File: src/rtl/wb_regfile_irq_if.sv
// wb_regfile_irq_if: Wishbone classic bus bundle between a CPU-side master and the register bank.
// Signal names keep the slave's point of view:
//   adr_i  byte address          dat_i  write data       sel_i  byte-lane select
//   we_i   1 = write, 0 = read   stb_i  strobe           cyc_i  cycle
//   dat_o  registered read data  ack_o  one-cycle acknowledge
interface wb_regfile_irq_if #(
    parameter int DATA_W = 32,
    parameter int ADDR_W = 5
);
    logic [ADDR_W-1:0]   adr_i;
    logic [DATA_W-1:0]   dat_i;
    logic [DATA_W-1:0]   dat_o;
    logic [DATA_W/8-1:0] sel_i;
    logic                we_i;
    logic                stb_i;
    logic                cyc_i;
    logic                ack_o;

    modport master (
        output adr_i, dat_i, sel_i, we_i, stb_i, cyc_i,
        input  dat_o, ack_o
    );

    modport slave (
        input  adr_i, dat_i, sel_i, we_i, stb_i, cyc_i,
        output dat_o, ack_o
    );
endinterface

File: src/rtl/wb_regfile_irq.sv
// wb_regfile_irq: Wishbone classic register bank with wait states, byte-lane writes and a W1C interrupt pair.
// Ports:
//   clk_i      single clock
//   rst_i      synchronous active-high reset
//   wb         Wishbone slave bundle (adr/dat/sel/we/stb/cyc in, dat/ack out)
//   irq_evt_i  per-bit interrupt event pulses, sampled every cycle
//   irq_o      registered level interrupt, |(IRQ_STATUS & IRQ_ENABLE)
//   reg_o      general registers flattened, reg 0 in the LSBs
// Word map: 0..NUM_REGS-3 general, NUM_REGS-2 IRQ_STATUS (W1C), NUM_REGS-1 IRQ_ENABLE.
module wb_regfile_irq #(
    parameter int DATA_W      = 32,
    parameter int ADDR_W      = 5,
    parameter int WAIT_STATES = 0
) (
    input  logic                                clk_i,
    input  logic                                rst_i,
    wb_regfile_irq_if.slave                     wb,
    input  logic [DATA_W-1:0]                   irq_evt_i,
    output logic                                irq_o,
    output logic [(2**(ADDR_W-2)-2)*DATA_W-1:0] reg_o
);
    localparam int NUM_REGS = 2 ** (ADDR_W - 2);
    localparam int IW       = ADDR_W - 2;
    localparam int SW       = DATA_W / 8;
    localparam int ST       = NUM_REGS - 2;
    localparam int EN       = NUM_REGS - 1;

    typedef enum logic [1:0] {S_IDLE, S_WAIT, S_ACK} state_t;

    state_t            state_q, state_d;
    logic [3:0]        cnt_q, cnt_d;
    logic [IW-1:0]     adr_q, adr_d;
    logic [DATA_W-1:0] dat_q, dat_d;
    logic [SW-1:0]     sel_q, sel_d;
    logic              we_q, we_d;
    logic [DATA_W-1:0] rdat_q, rdat_d;
    logic              irq_q, irq_d;
    logic [DATA_W-1:0] regs_q [NUM_REGS];
    logic [DATA_W-1:0] regs_d [NUM_REGS];
    logic              req;
    logic              cap;
    logic              commit;
    logic              wr;
    logic [DATA_W-1:0] lane;
    logic              unused_adr;

    assign req        = wb.cyc_i & wb.stb_i;
    assign unused_adr = ^wb.adr_i[1:0];

    always_ff @(posedge clk_i) begin
        if (rst_i) begin
            state_q <= S_IDLE;
            cnt_q   <= '0;
            adr_q   <= '0;
            dat_q   <= '0;
            sel_q   <= '0;
            we_q    <= 1'b0;
            rdat_q  <= '0;
            irq_q   <= 1'b0;
            for (int i = 0; i < NUM_REGS; i++) regs_q[i] <= '0;
        end else begin
            state_q <= state_d;
            cnt_q   <= cnt_d;
            adr_q   <= adr_d;
            dat_q   <= dat_d;
            sel_q   <= sel_d;
            we_q    <= we_d;
            rdat_q  <= rdat_d;
            irq_q   <= irq_d;
            for (int i = 0; i < NUM_REGS; i++) regs_q[i] <= regs_d[i];
        end
    end

    // A dropped strobe in WAIT abandons the transfer before anything commits.
    always_comb begin
        state_d = state_q;
        cnt_d   = cnt_q;
        case (state_q)
            S_IDLE: begin
                state_d = req ? (WAIT_STATES > 0 ? S_WAIT : S_ACK) : S_IDLE;
                cnt_d   = req ? 4'(WAIT_STATES) : cnt_q;
            end
            S_WAIT: begin
                state_d = !req ? S_IDLE : cnt_q == 4'd1 ? S_ACK : S_WAIT;
                cnt_d   = req && cnt_q != 4'd1 ? cnt_q - 4'd1 : cnt_q;
            end
            default: state_d = S_IDLE;
        endcase
    end

    // The *_d capture values equal the live bus in IDLE and the held request
    // in WAIT, so they are the right operands for a commit from either state.
    always_comb begin
        cap    = state_q == S_IDLE && req;
        commit = state_d == S_ACK && state_q != S_ACK;
        adr_d  = cap ? wb.adr_i[ADDR_W-1:2] : adr_q;
        dat_d  = cap ? wb.dat_i : dat_q;
        sel_d  = cap ? wb.sel_i : sel_q;
        we_d   = cap ? wb.we_i : we_q;
        wr     = commit && we_d;
        lane   = '0;
        for (int b = 0; b < SW; b++) lane[8*b +: 8] = {8{sel_d[b]}};
        // Status ORs in events after the clear so a same-edge event wins.
        for (int i = 0; i < NUM_REGS; i++)
            regs_d[i] = i == ST
                ? (regs_q[i] & ~(wr && adr_d == IW'(i) ? dat_d & lane : '0)) | irq_evt_i
                : wr && adr_d == IW'(i) ? (regs_q[i] & ~lane) | (dat_d & lane) : regs_q[i];
        rdat_d = commit && !we_d ? regs_q[adr_d] : '0;
        irq_d  = |(regs_q[ST] & regs_q[EN]);
    end

    assign wb.ack_o = state_q == S_ACK;
    assign wb.dat_o = rdat_q;
    assign irq_o    = irq_q;

    for (genvar g = 0; g < NUM_REGS - 2; g++) begin : g_reg
        assign reg_o[g*DATA_W +: DATA_W] = regs_q[g];
    end
endmodule

File: src/flat_wrapper.sv
// flat-port wrapper written by rule: the top's interface ports become plain ports
module wb_regfile_irq_flat 
#(
    parameter int DATA_W      = 32,
    parameter int ADDR_W      = 5,
    parameter int WAIT_STATES = 0
)
  (clk_i, rst_i, irq_evt_i, irq_o, reg_o, wb_adr_i, wb_dat_i, wb_sel_i, wb_we_i, wb_stb_i, wb_cyc_i, wb_dat_o, wb_ack_o);
  wb_regfile_irq_if #(.DATA_W(DATA_W), .ADDR_W(ADDR_W)) wb_i ();
  input  logic clk_i;
  input  logic rst_i;
  input  logic [DATA_W-1:0] irq_evt_i;
  output logic irq_o;
  output logic [(2**(ADDR_W-2)-2)*DATA_W-1:0] reg_o;
  input wire logic [$bits(wb_i.adr_i)-1:0] wb_adr_i;
  input wire logic [$bits(wb_i.dat_i)-1:0] wb_dat_i;
  input wire logic [$bits(wb_i.sel_i)-1:0] wb_sel_i;
  input wire logic [$bits(wb_i.we_i)-1:0] wb_we_i;
  input wire logic [$bits(wb_i.stb_i)-1:0] wb_stb_i;
  input wire logic [$bits(wb_i.cyc_i)-1:0] wb_cyc_i;
  output wire logic [$bits(wb_i.dat_o)-1:0] wb_dat_o;
  output wire logic [$bits(wb_i.ack_o)-1:0] wb_ack_o;
  assign wb_i.adr_i = wb_adr_i;
  assign wb_i.dat_i = wb_dat_i;
  assign wb_i.sel_i = wb_sel_i;
  assign wb_i.we_i = wb_we_i;
  assign wb_i.stb_i = wb_stb_i;
  assign wb_i.cyc_i = wb_cyc_i;
  assign wb_dat_o = wb_i.dat_o;
  assign wb_ack_o = wb_i.ack_o;
  wb_regfile_irq #(.DATA_W(DATA_W), .ADDR_W(ADDR_W), .WAIT_STATES(WAIT_STATES)) u_core (.clk_i(clk_i), .rst_i(rst_i), .wb(wb_i), .irq_evt_i(irq_evt_i), .irq_o(irq_o), .reg_o(reg_o));
endmodule
File: config.mk
export PLATFORM = sky130hd
export DESIGN_NAME = wb_regfile_irq_flat
export DESIGN_NICKNAME = d
export VERILOG_FILES = /design/src/rtl/wb_regfile_irq_if.sv /design/src/rtl/wb_regfile_irq.sv /design/src/flat_wrapper.sv
export SDC_FILE = /design/constraint.sdc
export NUM_CORES = 1
export LEC_CHECK = 0
export ABC_CLOCK_PERIOD_IN_PS = 4500
export CAP_MARGIN = 20
export CELL_PAD_IN_SITES_DETAIL_PLACEMENT = 1
export CELL_PAD_IN_SITES_GLOBAL_PLACEMENT = 2
export CORE_ASPECT_RATIO = 0.5
export CORE_MARGIN = 3
export CORE_UTILIZATION = 30
export DETAILED_ROUTE_END_ITERATION = 12
export PLACE_DENSITY_LB_ADDON = 0.1
export SLEW_MARGIN = 15
export SYNTH_ARGS = -nofsm -noshare
export SYNTH_HDL_FRONTEND = slang
export SYNTH_SLANG_ARGS = --single-unit
export TNS_END_PERCENT = 20
File: constraint.sdc
create_clock -name clk_i -period 4.5 [get_ports clk_i]
set_input_delay 0.45 -clock clk_i [delete_from_list [all_inputs] [get_ports clk_i]]
set_output_delay 0.45 -clock clk_i [all_outputs]
set_load 0.03 [all_outputs]
==> flow_metrics.py, run 1 <==
metrics = {
    "status": {
        "status": "finished clean",
    },
    "clocking": {
        "clockBufferDepth": 3,
        "hold_buffers": 0,
        "post-cts-setup-buffers": 0,
        "ctsResizeCount": 0,
        "clkTransAtPathRegs_ns": 0.06,
        "clockRootBuffer": "clkbuf_16",
        "clock_latency_ns": 0.53,
        "h-tree-depth": 2,
        "cts_buffers": 36,
        "cts_tree": "built",
        "cts.sinks": 335,
    },
    "power": {
        "vdd_drop_max_uv": 174,
        "p_leak_uw": 0.00630,
        "power_density_nw_per_um2": 360,
    },
    "timing": {
        "timing.fmax_mhz": 288,
        "fin_crit_ns": 3.47,
        "maxSlewHeadroom": 0.226,
        "fin_hold_ws_ns": 0.479,
        "tightestPinTransition_ns": 1.16,
        "finalClockSkew_ns": 0.0130,
        "setup-tns-final_ns": 0,
        "final-hold-violation-count": 0,
        "rsz0062_at_grt": "false",
        "setup_viol": 0,
        "post-route-period-util": 0.772,
        "drv_slew": 0,
    },
    "routing": {
        "via_per_inst": 5.28,
        "wl_um": 56400,
        "drt.antenna.violating_nets": 0,
        "wire_per_inst_um": 23.9,
        "num_vias": 12500,
        "drt_first_iter_violations": 687,
        "drcViolationCount": 0,
        "drtPass1Iterations": 5,
    },
    "synthesis": {
        "synthArstFlopShare": 0,
        "netlist_instances": 1445,
        "seq_area_frac_synth": 0.482,
        "yosysTopAreaCellShare": 0.482,
        "synth_cell_type_count": 43,
        "ys_ff_latch": 335,
        "synth_edf_count": 0,
        "synth_area_um2": 13900,
        "ys_top_cells_by_count": "335 x dfxtp_1, 299 x nor2_1, 220 x a211oi_1",
        "synth_area_per_cell_um2": 9.64,
        "ys.flop_type": "dfxtp_1",
        "synth_top_area_cell": "dfxtp_1",
        "synthTopCellsByArea": "dfxtp_1 48%, a211oi_1 12%, nor2_1 8.1%",
        "yosys_warnings": 0,
        "yosysMostFrequentCell": "dfxtp_1",
        "synthesis.nets": 1525,
    },
    "worst_setup_path": {
        "cp_slowest_cell": "nand4b_1",
        "path_delay_family": "simple AND/OR/NAND/NOR gates",
        "worst-setup-path-type": "flip-flop to flip-flop",
        "path_cells": "ha_1, or3b_2, a211oi_1, nand4b_1, or2_2, a21oi_1",
        "cpPeakStageDelay_ns": 0.87,
        "end_kind": "flip-flop",
        "worstPathRequired_ns": 4.95,
        "crit_fanout": 16,
        "cp.arrival_ns": 3.92,
        "path_buf_inv": 0,
        "cp-start-kind": "flip-flop",
    },
    "floorplanning": {
        "placementRows": 55,
        "start_util": 0.306,
        "fp.dieH_um": 158,
        "dieArea_um2": 49200,
        "core_area_um2": 45500,
        "io_pins": 304,
        "die_w_um": 311,
    },
    "global_routing": {
        "grt_pass1_vias": 13100,
        "grt_max_degree": 132,
        "antenna_found_initial": 2,
        "grt_pass1_wl_um": 83900,
        "gr-total-overflow": 0,
        "grtUsageTotal": 0.223,
    },
    "placement": {
        "hpwl_um": 39300,
        "io_buffers": 301,
        "place_area_um2": 17600,
        "globalplace.congestion": 0.822,
    },
    "layout": {
        "postLayoutCellArea_um2": 18800,
        "drive_above_1_share": 0.102,
        "fillers": 5044,
        "final_util": 0.413,
        "area_delta_synth_final_pct": 34.9,
        "fin_nets": 1790,
        "antenna_cells": 0,
    },
    "flow_run": {
        "drv_cap": 0,
    },
    "hold_path": {
        "hold_path_class": "flip-flop to flip-flop",
    },
}
[final cells by class]
class	instances	area [um2]	share of cell area
sequential	335	6710	0.357
multi-input combinational	996	6750	0.359
timing repair buffer	337	3350	0.179
inverter	4	15.0	0.000799
clock inverter	10	141	0.00752
tap	627	785	0.0417
clock buffer	54	1040	0.0553
[cell families after synthesis]
family | synth area share
simple gates | 0.181
compound gates | 0.211
flops | 0.482
buf+inv | 0.0402
mux | 0.0831
xor+xnor | 0.00126
fa+ha+maj | 0.00180
[tightest hold or removal path, cell delays in order (launching register included)]
cell     delay, ns
dfxtp_1       0.32
nand2_1       0.06
a21oi_1       0.06
[routing by layer]
metal | vias to the layer above | global-route usage | routed length (um)
met2 | 265 | 0.384 | 27000
met3 | 71 | 0.0382 | 2450
met5 | - | 0 | 17
met4 | 4 | 0.0508 | 1140
met1 | 6272 | 0.296 | 25800
li1 | 5868 | - | -
[final timing paths]
check	from	endpoint	slack, ns	cells after the start
setup / recovery	u_core.cnt_q[0]$_SDFFE_PP0P_	flip-flop	1.03	6
hold / removal	flip-flop	flip-flop	0.48	2
setup reg to reg	u_core.cnt_q[0]$_SDFFE_PP0P_	flip-flop	1.03	6
hold reg to reg	flip-flop	flip-flop	0.48	2
[report_power, final]
part | internal (uW) | switching, uW
clock | 1780 | 1290
combinational | 213 | 418
sequential | 3010 | 42.6
[through the flow]
stage / instances / worst slack [ns] / power [uW]
finish: 2363 / 1.03 / 6760
global route: 2363 / 0.901 / 7020
CTS: 2360 / 1.11 / 6820
detailed placement: 2296 / 0.771 / 3750
global placement: 2296 / 0.838 / 3740
floorplan: 1445 / 1.88 / 3460
[cells in the final DEF, fill, tap and decap left out, types with 12 or more instances in the layout]
cell             synthesis  routed
buf_4                   11      29
clkbuf_16                0      37
clkbuf_1                61      12
clkdlybuf4s50_1          0     300
nor4_4                  23      23
nand2_1                 40      40
dfxtp_1                335     335
and3_1                  31      31
a211oi_1               220     220
o21ai_0                 36      36
or2_2                   27      27
a21oi_1                 35      35
nor2_1                 299     299
a221oi_1                68      68
mux2i_1                101      95
o21ai_1                 27      27
(Power assumes the default switching activity.)
==> run 2: changes to the inputs <==
--- a/config.mk
+++ b/config.mk
@@ -5,7 +5,7 @@
 export SDC_FILE = /design/constraint.sdc
 export NUM_CORES = 1
 export LEC_CHECK = 0
-export ABC_CLOCK_PERIOD_IN_PS = 4500
+export ABC_CLOCK_PERIOD_IN_PS = 3300
 export CAP_MARGIN = 20
 export CELL_PAD_IN_SITES_DETAIL_PLACEMENT = 1
 export CELL_PAD_IN_SITES_GLOBAL_PLACEMENT = 2
==> constraint.sdc (replaced) <==
create_clock -name clk_i -period 3.3 [get_ports clk_i]
set_input_delay 0.33 -clock clk_i [delete_from_list [all_inputs] [get_ports clk_i]]
set_output_delay 0.33 -clock clk_i [all_outputs]
set_load 0.03 [all_outputs]
==> flow_metrics.py, run 2 (synthesized netlist as in run 1, its figures left out) <==
metrics = {
    "status": {
        "status": "finished clean",
    },
    "placement": {
        "hpwl_um": 40300,
        "preCtsSetupSlack_ns": 0.0812,
        "globalplace.congestion": 0.837,
        "io_buffers": 301,
        "place_area_um2": 18100,
    },
    "timing": {
        "setup_viol": 0,
        "fin_crit_ns": 2.92,
        "tightestPinTransition_ns": 0.972,
        "timing.fmax_mhz": 342,
        "final-hold-violation-count": 0,
        "finalClockSkew_ns": 0.0100,
        "drv_slew": 0,
        "post-route-period-util": 0.886,
        "setup-tns-final_ns": 0,
        "rsz0062_at_grt": "false",
        "maxSlewHeadroom": 0.347,
        "setup_ws_ns": 0.375,
    },
    "layout": {
        "drive_above_1_share": 0.129,
        "fillers": 5075,
        "fin_nets": 1844,
        "postLayoutCellArea_um2": 19200,
        "area_delta_synth_final_pct": 38.0,
        "final_cell_mix": "335 x dfxtp_1, 300 x clkdlybuf4s50_1, 299 x nor2_1",
        "layout_commonest_cell": "dfxtp_1",
    },
    "floorplanning": {
        "io_pins": 304,
        "placementRows": 55,
        "core_area_um2": 45500,
        "die_w_um": 311,
        "dieArea_um2": 49200,
        "start_util": 0.306,
        "fp.dieH_um": 158,
    },
    "worst_setup_path": {
        "cp-start-kind": "flip-flop",
        "worst-setup-path-type": "flip-flop to flip-flop",
        "end_kind": "flip-flop",
        "crit_fanout": 25,
        "worstPathRequired_ns": 3.74,
        "cp.arrival_ns": 3.37,
    },
    "power": {
        "swShare": 0.255,
        "seq_power_share": 0.455,
        "combPwrFrac": 0.102,
        "power_density_nw_per_um2": 476,
        "p_sw_uw": 2330,
        "power_frac_clock": 0.443,
        "vdd_drop_max_uv": 252,
        "p_leak_uw": 0.00657,
        "p_int_uw": 6820,
    },
    "clocking": {
        "h-tree-depth": 2,
        "clock_latency_ns": 0.53,
        "cts_buffers": 34,
        "ctsResizeCount": 0,
        "hold_buffers": 0,
        "cts.sinks": 335,
        "cts_tree": "built",
        "post-cts-setup-buffers": 0,
        "clockBufferDepth": 3,
        "clkTransAtPathRegs_ns": 0.06,
        "clockRootBuffer": "clkbuf_16",
    },
    "routing": {
        "drcViolationCount": 0,
        "num_vias": 12600,
        "wl_um": 56800,
        "wire_per_inst_um": 23.5,
        "via_per_inst": 5.24,
        "drt.antenna.violating_nets": 0,
        "drtPass1Iterations": 5,
        "drt_first_iter_violations": 686,
    },
    "flow_run": {
        "drv_cap": 0,
    },
    "global_routing": {
        "antenna_found_initial": 1,
        "grtUsageTotal": 0.224,
        "gr-total-overflow": 0,
        "grt_max_degree": 149,
        "grt_pass1_vias": 13400,
        "grt_pass1_wl_um": 84400,
    },
    "hold_path": {
        "hold_path_class": "primary input to flip-flop",
    },
}
run 2: cell types whose count changed in the layout (fill, tap and decap cells not counted), moves of 2 or more:
| cell | before | now |
|---|---|---|
| buf_12 | 5 | 10 |
| clkinv_2 | 3 | 5 |
| buf_4 | 29 | 82 |
| clkbuf_1 | 12 | 8 |
| inv_6 | 2 | 0 |
run 2: stage by stage:
stage / utilization / total power, uW / instances / hold WS (ns)
6_report: 0.423 / 9150 / 2414 / 0.257
5_1_grt: 0.423 / 9500 / 2414 / 0.287
4_1_cts: 0.423 / 9230 / 2413 / 0.268
3_5_place_dp: 0.398 / 5190 / 2355 / 0.474
3_3_place_gp: 0.398 / 5160 / 2355 / 0.460
2_1_floorplan: - / 4720 / 1445 / 0.475
run 2: cell type report:
| type | instances | area (um2) | share of cell area |
|---|---|---|---|
| clock buffer | 49 | 1010 | 0.0526 |
| timing repair buffer | 393 | 3830 | 0.199 |
| inverter | 4 | 15.0 | 0.000781 |
| sequential | 335 | 6710 | 0.349 |
| multi-input combinational | 996 | 6750 | 0.351 |
| tap | 627 | 785 | 0.0408 |
| clock inverter | 9 | 123 | 0.00638 |
| antenna | 1 | 2.50 | 0.000130 |
run 2: worst paths after layout:
check | start | endpoint | slack (ns) | depth (start not counted)
max | u_core.state_q[0]$_SDFF_PP0_ | flip-flop | 0.38 | 7
min | rst_i | u_core.adr_q[2]$_SDFF_PP0_ | 0.26 | 2
max reg2reg | u_core.state_q[0]$_SDFF_PP0_ | flip-flop | 0.38 | 7
min reg2reg | flip-flop | flip-flop | 0.48 | 2
run 2: critical path, cell delays in order (launching register included):
cell and delay (ns):
dfxtp_1 0.48, nor4bb_4 0.43, buf_12 0.23, mux2i_4 0.32, buf_12 0.27, nand4b_2 0.48, or2_2 0.47, a21oi_1 0.12
run 2: layer usage:
layer	GRT usage	routed length, um
met1	0.301	26700
met2	0.380	26900
met3	0.0342	2070
met4	0.0551	1080
met5	0	0
run 2: power groups by stage:
stage,Combinational (uW),Sequential (uW),Clock (uW)
2_1_floorplan,470,4250,0
3_3_place_gp,909,4250,0
3_5_place_dp,930,4260,0
4_1_cts,933,4170,4130
5_1_grt,998,4170,4330
6_report,935,4170,4050
==> run 3: changes to the inputs <==
--- a/config.mk
+++ b/config.mk
@@ -18,4 +18,4 @@
 export SYNTH_ARGS = -nofsm -noshare
 export SYNTH_HDL_FRONTEND = slang
 export SYNTH_SLANG_ARGS = --single-unit
-export TNS_END_PERCENT = 20
+export TNS_END_PERCENT = 10
==> results of run 3 <==
Same layout as run 2: the final DEF is identical, and so are final timing and power.
